--- config.mk ---
export PLATFORM = sky130hd
export DESIGN_NAME = pcie_ats_csr
export DESIGN_NICKNAME = d
export VERILOG_FILES = /design/src/rtl/pcie_ats_csr.sv
export SDC_FILE = /design/constraint.sdc
export NUM_CORES = 1
export LEC_CHECK = 0
export CAP_MARGIN = 20
export CORE_MARGIN = 5
export CORE_UTILIZATION = 50
export DETAILED_ROUTE_END_ITERATION = 8
export PLACE_DENSITY = 0.73
export REMOVE_ABC_BUFFERS = 1
export SYNTH_ARGS = -nofsm -noshare
export SYNTH_HDL_FRONTEND = slang
export SYNTH_SLANG_ARGS = --single-unit
--- constraint.sdc ---
create_clock -name clk -period 11.2 [get_ports clk]
set_clock_uncertainty 0.1 [all_clocks]
set_input_delay 2.24 -clock clk [delete_from_list [all_inputs] [get_ports clk]]
set_output_delay 2.24 -clock clk [all_outputs]
set_load 0.01 [all_outputs]
--- src/rtl/pcie_ats_csr.sv ---
// pcie_ats_csr
// Memory-mapped control/status block for a PCIe feature region on an
// AXI4-Lite style slave port. The port is 64 bits wide.
//
// Register map, as byte offsets from BASE_ADDR:
//   0x00  DFH         read-only, returns DFH_VALUE
//   0x08  SCRATCHPAD  read/write, 64 bits
//   0x28  TESTPAD     read/write, 64 bits
//
// Any address outside the 4 KB window answers DECERR. Write data is discarded.
// The write channel and the read channel each have their own small FSM.
// They run independently of each other.
// Every handshake and response output comes straight from a flop.

module pcie_ats_csr #(
    parameter logic [19:0] BASE_ADDR = 20'h10000,
    parameter logic [63:0] DFH_VALUE = 64'h3000_0000_1000_0010
) (
    input  logic        clk,
    input  logic        rst,
    // write address channel
    input  logic        awvalid,
    output logic        awready,
    input  logic [19:0] awaddr,
    // write data channel
    input  logic        wvalid,
    output logic        wready,
    input  logic [63:0] wdata,
    input  logic [7:0]  wstrb,
    // write response channel
    output logic        bvalid,
    input  logic        bready,
    output logic [1:0]  bresp,
    // read address channel
    input  logic        arvalid,
    output logic        arready,
    input  logic [19:0] araddr,
    // read data channel
    output logic        rvalid,
    input  logic        rready,
    output logic [63:0] rdata,
    output logic [1:0]  rresp
);

    typedef enum logic [1:0] {
        W_IDLE   = 2'd0,
        W_HAVE_A = 2'd1,
        W_HAVE_D = 2'd2,
        W_RESP   = 2'd3
    } w_state_t;

    typedef enum logic {
        R_IDLE = 1'b0,
        R_RESP = 1'b1
    } r_state_t;

    localparam logic [1:0] RESP_OKAY   = 2'b00;
    localparam logic [1:0] RESP_DECERR = 2'b11;

    // Word index inside the window, taken from addr[11:3]
    localparam logic [8:0] OFS_DFH     = 9'd0;
    localparam logic [8:0] OFS_SCRATCH = 9'd1;
    localparam logic [8:0] OFS_TESTPAD = 9'd5;

    // Returns 1 when the address falls inside the 4 KB feature window
    function automatic logic addr_hit(input logic [19:0] a);
        return (a[19:12] == BASE_ADDR[19:12]);
    endfunction

    // Returns old_v with each byte whose strobe bit is set replaced from new_v
    function automatic logic [63:0] byte_merge(input logic [63:0] old_v,
                                               input logic [63:0] new_v,
                                               input logic [7:0]  strb);
        logic [63:0] res;
        res = old_v;
        for (int i = 0; i < 8; i++) begin
            if (strb[i]) begin
                res[i*8 +: 8] = new_v[i*8 +: 8];
            end else begin
                res[i*8 +: 8] = old_v[i*8 +: 8];
            end
        end
        return res;
    endfunction

    // ------------------------------------------------------------------
    // State
    // ------------------------------------------------------------------
    w_state_t    w_state_q, w_state_d;
    r_state_t    r_state_q, r_state_d;

    logic [19:0] addr_q, addr_d;         // AW latched while waiting for W
    logic [63:0] data_q, data_d;         // W latched while waiting for AW
    logic [7:0]  strb_q, strb_d;

    logic [63:0] scratch_q, scratch_d;
    logic [63:0] testpad_q, testpad_d;

    logic        awready_q, awready_d;
    logic        wready_q, wready_d;
    logic        bvalid_q, bvalid_d;
    logic [1:0]  bresp_q, bresp_d;
    logic        arready_q, arready_d;
    logic        rvalid_q, rvalid_d;
    logic [63:0] rdata_q, rdata_d;
    logic [1:0]  rresp_q, rresp_d;

    // Commit path: the write that lands this cycle
    logic        commit_s;
    logic [19:0] cm_addr_s;
    logic [63:0] cm_data_s;
    logic [7:0]  cm_strb_s;

    logic        aw_hs_s, w_hs_s, ar_hs_s;
    logic [63:0] rd_val_s;

    // The low three address bits only pick a byte inside the 64-bit word.
    // They have no effect on the register decode.
    logic        unused_addr_bits_s;
    assign unused_addr_bits_s = ^{awaddr[2:0], araddr[2:0]};

    // A handshake needs the registered ready, not just the state.
    // The ready flops are held low while reset is asserted.
    assign aw_hs_s = awvalid & awready_q;
    assign w_hs_s  = wvalid  & wready_q;
    assign ar_hs_s = arvalid & arready_q;

    // ------------------------------------------------------------------
    // Write channel
    // ------------------------------------------------------------------

    // Write FSM: pairs the AW and W beats, whichever order they arrive in, and decides when to commit
    always_comb begin
        w_state_d = w_state_q;
        addr_d    = addr_q;
        data_d    = data_q;
        strb_d    = strb_q;
        commit_s  = 1'b0;
        cm_addr_s = awaddr;
        cm_data_s = wdata;
        cm_strb_s = wstrb;
        case (w_state_q)
            W_IDLE: begin
                if (aw_hs_s && w_hs_s) begin
                    commit_s  = 1'b1;
                    w_state_d = W_RESP;
                end else if (aw_hs_s) begin
                    addr_d    = awaddr;
                    w_state_d = W_HAVE_A;
                end else if (w_hs_s) begin
                    data_d    = wdata;
                    strb_d    = wstrb;
                    w_state_d = W_HAVE_D;
                end else begin
                    w_state_d = W_IDLE;
                end
            end
            W_HAVE_A: begin
                cm_addr_s = addr_q;
                if (w_hs_s) begin
                    commit_s  = 1'b1;
                    w_state_d = W_RESP;
                end else begin
                    w_state_d = W_HAVE_A;
                end
            end
            W_HAVE_D: begin
                cm_data_s = data_q;
                cm_strb_s = strb_q;
                if (aw_hs_s) begin
                    commit_s  = 1'b1;
                    w_state_d = W_RESP;
                end else begin
                    w_state_d = W_HAVE_D;
                end
            end
            W_RESP: begin
                if (bready) begin
                    w_state_d = W_IDLE;
                end else begin
                    w_state_d = W_RESP;
                end
            end
            default: begin
                w_state_d = W_IDLE;
            end
        endcase
    end

    // Register update and write response code for the committed write
    always_comb begin
        scratch_d = scratch_q;
        testpad_d = testpad_q;
        bresp_d   = bresp_q;
        if (commit_s) begin
            if (addr_hit(cm_addr_s)) begin
                bresp_d = RESP_OKAY;
                case (cm_addr_s[11:3])
                    OFS_SCRATCH: scratch_d = byte_merge(scratch_q, cm_data_s, cm_strb_s);
                    OFS_TESTPAD: testpad_d = byte_merge(testpad_q, cm_data_s, cm_strb_s);
                    default: begin
                        // DFH and unmapped offsets: the write is dropped
                        scratch_d = scratch_q;
                        testpad_d = testpad_q;
                    end
                endcase
            end else begin
                bresp_d = RESP_DECERR;
            end
        end else begin
            bresp_d = bresp_q;
        end
    end

    // Write-side handshake outputs, computed from the next state so that the flops reflect the current state
    always_comb begin
        awready_d = (w_state_d == W_IDLE) || (w_state_d == W_HAVE_D);
        wready_d  = (w_state_d == W_IDLE) || (w_state_d == W_HAVE_A);
        bvalid_d  = (w_state_d == W_RESP);
    end

    // ------------------------------------------------------------------
    // Read channel
    // ------------------------------------------------------------------

    // Read mux. It reads the current register flops, so a read in the same cycle as a write sees the old value.
    always_comb begin
        rd_val_s = 64'h0;
        if (addr_hit(araddr)) begin
            case (araddr[11:3])
                OFS_DFH:     rd_val_s = DFH_VALUE;
                OFS_SCRATCH: rd_val_s = scratch_q;
                OFS_TESTPAD: rd_val_s = testpad_q;
                default:     rd_val_s = 64'h0;
            endcase
        end else begin
            rd_val_s = 64'h0;
        end
    end

    // Read FSM: captures the data and response on accept, then holds them until rready
    always_comb begin
        r_state_d = r_state_q;
        rdata_d   = rdata_q;
        rresp_d   = rresp_q;
        case (r_state_q)
            R_IDLE: begin
                if (ar_hs_s) begin
                    rdata_d   = rd_val_s;
                    rresp_d   = addr_hit(araddr) ? RESP_OKAY : RESP_DECERR;
                    r_state_d = R_RESP;
                end else begin
                    r_state_d = R_IDLE;
                end
            end
            R_RESP: begin
                if (rready) begin
                    r_state_d = R_IDLE;
                end else begin
                    r_state_d = R_RESP;
                end
            end
            default: begin
                r_state_d = R_IDLE;
            end
        endcase
        arready_d = (r_state_d == R_IDLE);
        rvalid_d  = (r_state_d == R_RESP);
    end

    // ------------------------------------------------------------------
    // Flops
    // ------------------------------------------------------------------

    // State, storage and registered outputs. Reset drops any transaction in flight.
    always_ff @(posedge clk or posedge rst) begin
        if (rst) begin
            w_state_q <= W_IDLE;
            r_state_q <= R_IDLE;
            addr_q    <= 20'h0;
            data_q    <= 64'h0;
            strb_q    <= 8'h0;
            scratch_q <= 64'h0;
            testpad_q <= 64'h0;
            awready_q <= 1'b0;
            wready_q  <= 1'b0;
            bvalid_q  <= 1'b0;
            bresp_q   <= 2'b00;
            arready_q <= 1'b0;
            rvalid_q  <= 1'b0;
            rdata_q   <= 64'h0;
            rresp_q   <= 2'b00;
        end else begin
            w_state_q <= w_state_d;
            r_state_q <= r_state_d;
            addr_q    <= addr_d;
            data_q    <= data_d;
            strb_q    <= strb_d;
            scratch_q <= scratch_d;
            testpad_q <= testpad_d;
            awready_q <= awready_d;
            wready_q  <= wready_d;
            bvalid_q  <= bvalid_d;
            bresp_q   <= bresp_d;
            arready_q <= arready_d;
            rvalid_q  <= rvalid_d;
            rdata_q   <= rdata_d;
            rresp_q   <= rresp_d;
        end
    end

    assign awready = awready_q;
    assign wready  = wready_q;
    assign bvalid  = bvalid_q;
    assign bresp   = bresp_q;
    assign arready = arready_q;
    assign rvalid  = rvalid_q;
    assign rdata   = rdata_q;
    assign rresp   = rresp_q;

endmodule
==> out/results.tsv <==
metric	value	unit
outcome	complete, no violations	
largest net degree at the start of global routing	179	
Max stage delay cell, worst path	nor3_1	
Final Max Tran Viols	0	
Worst Path Required	11.54	ns
cells along the critical path	clkdlybuf4s50_1, nand3b_1, buf_4, or4_1, nor3_1, nand2_2, buf_4, o21ai_0	
Die Wd	168.3	um
Post-synth ARST share	100.0	%
number of post-CTS setup repair buffers	0	
detailed placer's ending HPWL	16.77	mm
Power Density	190.7	mW/mm2
Finished Layout Cells	1435	
Placed Area	0.01471	mm2
synth unique cells	29	
port bufs	185	
Final #Nets	1203	
CTS HTree Levels	1	
Initial Util	50.31	%
average cell area after synthesis	13.94	um2
setup_tns	0	ns
Finished Core Util	63.15	%
Final Cycle Share	41.56	%
# fillers	1922	
area delta synth->final	25.54	%
Ys Warns	0	
slowest cell delay on critical path	0.54	ns
Placeable Area	0.02489	mm2
Max-Cap Viols	0	
Post-route DRC	0	
hold_buf cts	0	
Clock Sinks	290	
share of cells above drive strength 1	32.40	%
vias in the first global route	8058	
CTS clock-pin slew for the worst setup and hold paths	0.06	ns
final WL	26.77	mm
headroom to the max-slew limit	30.95	%
critical path fanouts, max	67	
Inst Count DP	1382	
post-DR wirelength/cell	18.66	um
CTS buffer count	30	
hold slack	0.3770	ns
DP Worst Slack	5.980	ns
Leak Pwr	7.196	nW
antenna violations before repair	1	
Hold Path Class	reg2reg	
post-layout instance area	0.01572	mm2
Worst path most repeated cell	buf_4	
Arr. time, crit path	5.00	ns
maximum VDD drop	0.1699	mV
worst-case clock buffer depth	3	
routed vias	7684	
final setup margin	6.545	ns
Die Ht	168.3	um
site row count	58	
Clk Latency, worst-skew pair	0.53	ns
CTS tree	built	
synthesized area	0.01252	mm2
IO Count	192	
Placer Congestion	0.7503	
Buf/Inv on CP	3	
f_max	214.8	MHz
final hold vios	0	
#FFs+latches synth	290	
GRT Util Overall	18.85	%
Die Area	0.02831	mm2
Worst-Margin Slew	1.036	ns
# setup viols final	0	
Crit. End Element	register	
critical path type	in2reg	
DRT iter0 DRCs	469	
GR Overflow Total	0	
vias per cell	5.355	
CP Launch Type	input pin	
CP delay by family, top	buffers and inverters	
Tmin final	4.655	ns
main flop type after synthesis	dfrtp_1	
Pre-Repair DR Iteration Count	4	
total power	2.998	mW
Post-CTS Resized	0	
ant diodes	0	
Post-Syn Instances	898	
RSZ-0062 raised after global routing	false	
global-route wire length before repair	43.67	mm
Post-synth EDFFs	0	
clk root buf	clkbuf_16	
ANT nets after route	0	
Seq/Total Area, Yosys	57.95	%
per-layer routing:
layer | GRT usage (%) | vias up | routed length [um]
met5 | 0 | - | 7
met4 | 3.282 | 2 | 421
met3 | 3.710 | 30 | 1498
met2 | 31.66 | 175 | 12870
met1 | 26.05 | 3894 | 11980
li1 | - | 3583 | -
power breakdown:
| part | leakage (nW) | internal, mW | switching [mW] | total (mW) |
|---|---|---|---|---|
| clock | 0.503 | 0.618 | 0.391 | 1.01 |
| sequential | 3.87 | 1.22 | 0.0863 | 1.31 |
| combinational | 2.82 | 0.355 | 0.327 | 0.683 |
state kept, by name, indices dropped and copies added (netlist names), 2 cells and up:
name,flops
testpad_q,64
addr_q,17
strb_q,8
scratch_q,64
data_q,64
w_state_q,2
rdata,64
synth_stat cells, types with 2 or more instances:
library cell / number / area (um2)
a22o_1: 4 / 35.03
nand2b_1: 2 / 12.51
inv_1: 7 / 26.28
o21ai_0: 63 / 315.3
nand2_1: 70 / 262.8
clkbuf_1: 27 / 101.4
buf_4: 3 / 22.52
dfrtp_1: 290 / 7257
buf_2: 8 / 40.04
nand3_4: 10 / 175.2
nor4_1: 6 / 37.54
a21oi_1: 7 / 35.03
nand4_4: 2 / 42.54
mux2i_1: 68 / 680.7
nor2_1: 20 / 75.07
nand3_1: 10 / 50.05
nor2b_1: 3 / 18.77
mux2_2: 283 / 3187
nor4b_1: 5 / 43.79
worst min-delay path: cells and delay by family (launching register included):
family          cells  cell delay (ns)
simple gates        1             0.05
compound gates      1             0.06
flops               1             0.34
path summary, 6_finish.rpt:
kind / slack [ns] / start / endpoint / depth (start not counted)
worst min-delay path: 0.38 / rdata[57] / rdata[57] / 2
max in group asynchronous: 7.37 / rst / scratch_q[55] / 3
worst max register to register: 7.87 / w_state_q[1] / scratch_q[28] / 6
worst max-delay path: 6.55 / arvalid / rdata[13] / 8
min in group asynchronous: 2.13 / rst / rdata[61] / 2
worst min register to register: 0.38 / rdata[57] / rdata[57] / 2
area by class of cell:
class / count / area [um2] / share of cell area [%]
clock buffers: 45 / 898.4 / 5.715
clock inverters: 8 / 115.1 / 0.7322
inverters: 7 / 33.78 / 0.2149
multi-input cells: 561 / 5074 / 32.27
flip-flops and latches: 290 / 7257 / 46.16
well taps: 330 / 412.9 / 2.627
repair buffers: 194 / 1929 / 12.27
cell usage in the layout, fill, tap and decap left out, drive strengths merged:
| cell | Yosys | layout |
|---|---|---|
| a211oi | 1 | 1 |
| a21boi | 1 | 1 |
| a21oi | 7 | 7 |
| a22o | 4 | 4 |
| a22oi | 1 | 1 |
| buf | 13 | 10 |
| bufinv | 0 | 3 |
| clkbuf | 27 | 45 |
| clkdlybuf4s50 | 0 | 184 |
| clkinv | 0 | 5 |
| dfrtp | 290 | 290 |
| inv | 7 | 7 |
| mux2 | 284 | 284 |
| mux2i | 68 | 68 |
| nand2 | 70 | 70 |
| nand2b | 2 | 2 |
| nand3 | 20 | 20 |
| nand3b | 1 | 1 |
| nand4 | 3 | 3 |
| nor2 | 20 | 20 |
| nor2b | 3 | 3 |
| nor3 | 1 | 1 |
| nor4 | 6 | 6 |
| nor4b | 5 | 5 |
| o21ai | 63 | 63 |
| or4 | 1 | 1 |
cells by family after synthesis:
| group | after synthesis | synth area share, % |
|---|---|---|
| AO/OA/AOI/OAI | 77 | 3.487 |
| buffers and inverters | 47 | 1.639 |
| AND/OR/NAND/NOR | 132 | 5.945 |
| multiplexers | 352 | 30.98 |
| flip-flops | 290 | 57.95 |
No activity file was read; power rests on OpenSTA's default activity.
==> patch (config.mk and constraints unchanged) <==
The 4 states of `w_state_t` get a Gray code encoding in 2 bits.
--- a/src/rtl/pcie_ats_csr.sv
+++ b/src/rtl/pcie_ats_csr.sv
@@ -45,6 +45,6 @@
     typedef enum logic [1:0] {
-        W_IDLE   = 2'd0,
-        W_HAVE_A = 2'd1,
-        W_HAVE_D = 2'd2,
-        W_RESP   = 2'd3
+        W_IDLE   = 2'b00,
+        W_HAVE_A = 2'b01,
+        W_HAVE_D = 2'b11,
+        W_RESP   = 2'b10
     } w_state_t;
Function: same outputs for any inputs over 4 cycles, from zero or initial values and one cycle with rst high; so few cycles prove little.
==> patch against the unedited design <==
Count of clock-buffer cells in the layout increased by 4; critical endpoint is now scratch_q[46]; setup slack improved by 0.060 ns; hold slack got worse by 0.00085 ns; sequential cell count unchanged; utilization increased by 0.17 points; area after synthesis increased by 2.3%; synthesized cell count increased by 2.1%; cell count increased by 1.0%; combinational power decreased by 9.5%; critical path type unchanged; design area increased by 1.4%; total power decreased by 3.7%; wire length increased by 2.4%; die area increased by 2.2%.
==> patch: results (changes against the unedited design) <==
[setup_path]
path_max_fanout=16  ; -76%
cp_slowest_stage_delay_ns=0.46  ; -0.08 ns
cp_slowest_cell=o2bb2a_4
critPathTopFamily=simple AND/OR/NAND/NOR gates
cp.arrival_ns=4.91  ; -0.09 ns

[cells_and_area]
signal_buffers=193  ; -0.52%
multi_input_area_um2=5330  ; +5.1%
final-instance-count-excl-fill=1450  ; +1.0%
clock_area_share_pct=5.99  ; -0.46 points
final_util_pct=63.3  ; +0.17 points
seq_area_share_pct=45.5  ; -0.65 points
drive_gt1_share_pct=32.3  ; -0.077 points
finalNetCount=1221  ; +1.5%

[timing]
worst_pin_slew_ns=1.05  ; +0.0180 ns

[placement]
place_congestion=0.768  ; +2.4%
placed_area_um2=14900  ; +1.6%
pre_cts_slack_ns=6.04  ; +0.0633 ns
dp_hpwl_um=16900  ; +0.98%

[pwr]
swShare_pct=26.5  ; -0.35 points

[drt]
wl_per_cell_um=18.9  ; +1.4%
drt-met1-wl_um=12200  ; +2.1%
drt_iter0_drc=346  ; -26%

[synth]
synthTopCellsByArea=dfrtp_1 (57%), mux2_2 (21%), mux2i_1 (5.4%), mux2_4 (4.7%), o21ai_0 (2.4%)
syn-instance-count=917  ; +2.1%
yosysUniqueCellTypes=41  ; +41%
ys_seq_area_share_pct=56.6  ; -1.3 points

[clock_network]
numCtsBuffers=31  ; +3.3%

[run_status]
outcome=finished, final reports clean

[grt]
gr-usage-met1_pct=26.2  ; +0.18 points
grtUsageTotal_pct=18.9  ; +0.059 points

==> patch: cell types whose count changed after synthesis, sizes merged, moves of 3 or more <==
cell / before / now
a21oi: 7 / 2
nor3: 1 / 5
nand2: 70 / 79
o21ai: 63 / 72
clkbuf: 27 / 22
buf: 13 / 22
ha: 0 / 3
a22o: 4 / 0
==> patch: final timing paths <==
check,startpoint,to,slack (ns),cells after the start
hold reg to reg,rdata[11],rdata[11],0.38,2
setup reg to reg,w_state_q[0],testpad_q[30],8.28,6
setup / recovery,wvalid,scratch_q[46],6.60,9
max in group asynchronous,rst,rdata[38],7.26,4
hold / removal,rdata[11],rdata[11],0.38,2
min in group asynchronous,rst,data_q[10],2.01,2
==> patch: cells by family (layout without fill, tap and decap cells) <==
kind of cell / count (synthesis) / count (layout) / synth area share (%)
compound gates: 79 / 79 / 3.33
fa+ha+maj: 3 / 3 / 0.293
flops: 290 / 290 / 56.6
buf+inv: 52 / 255 / 2.10
mux: 351 / 351 / 31.3
simple gates: 142 / 142 / 6.32
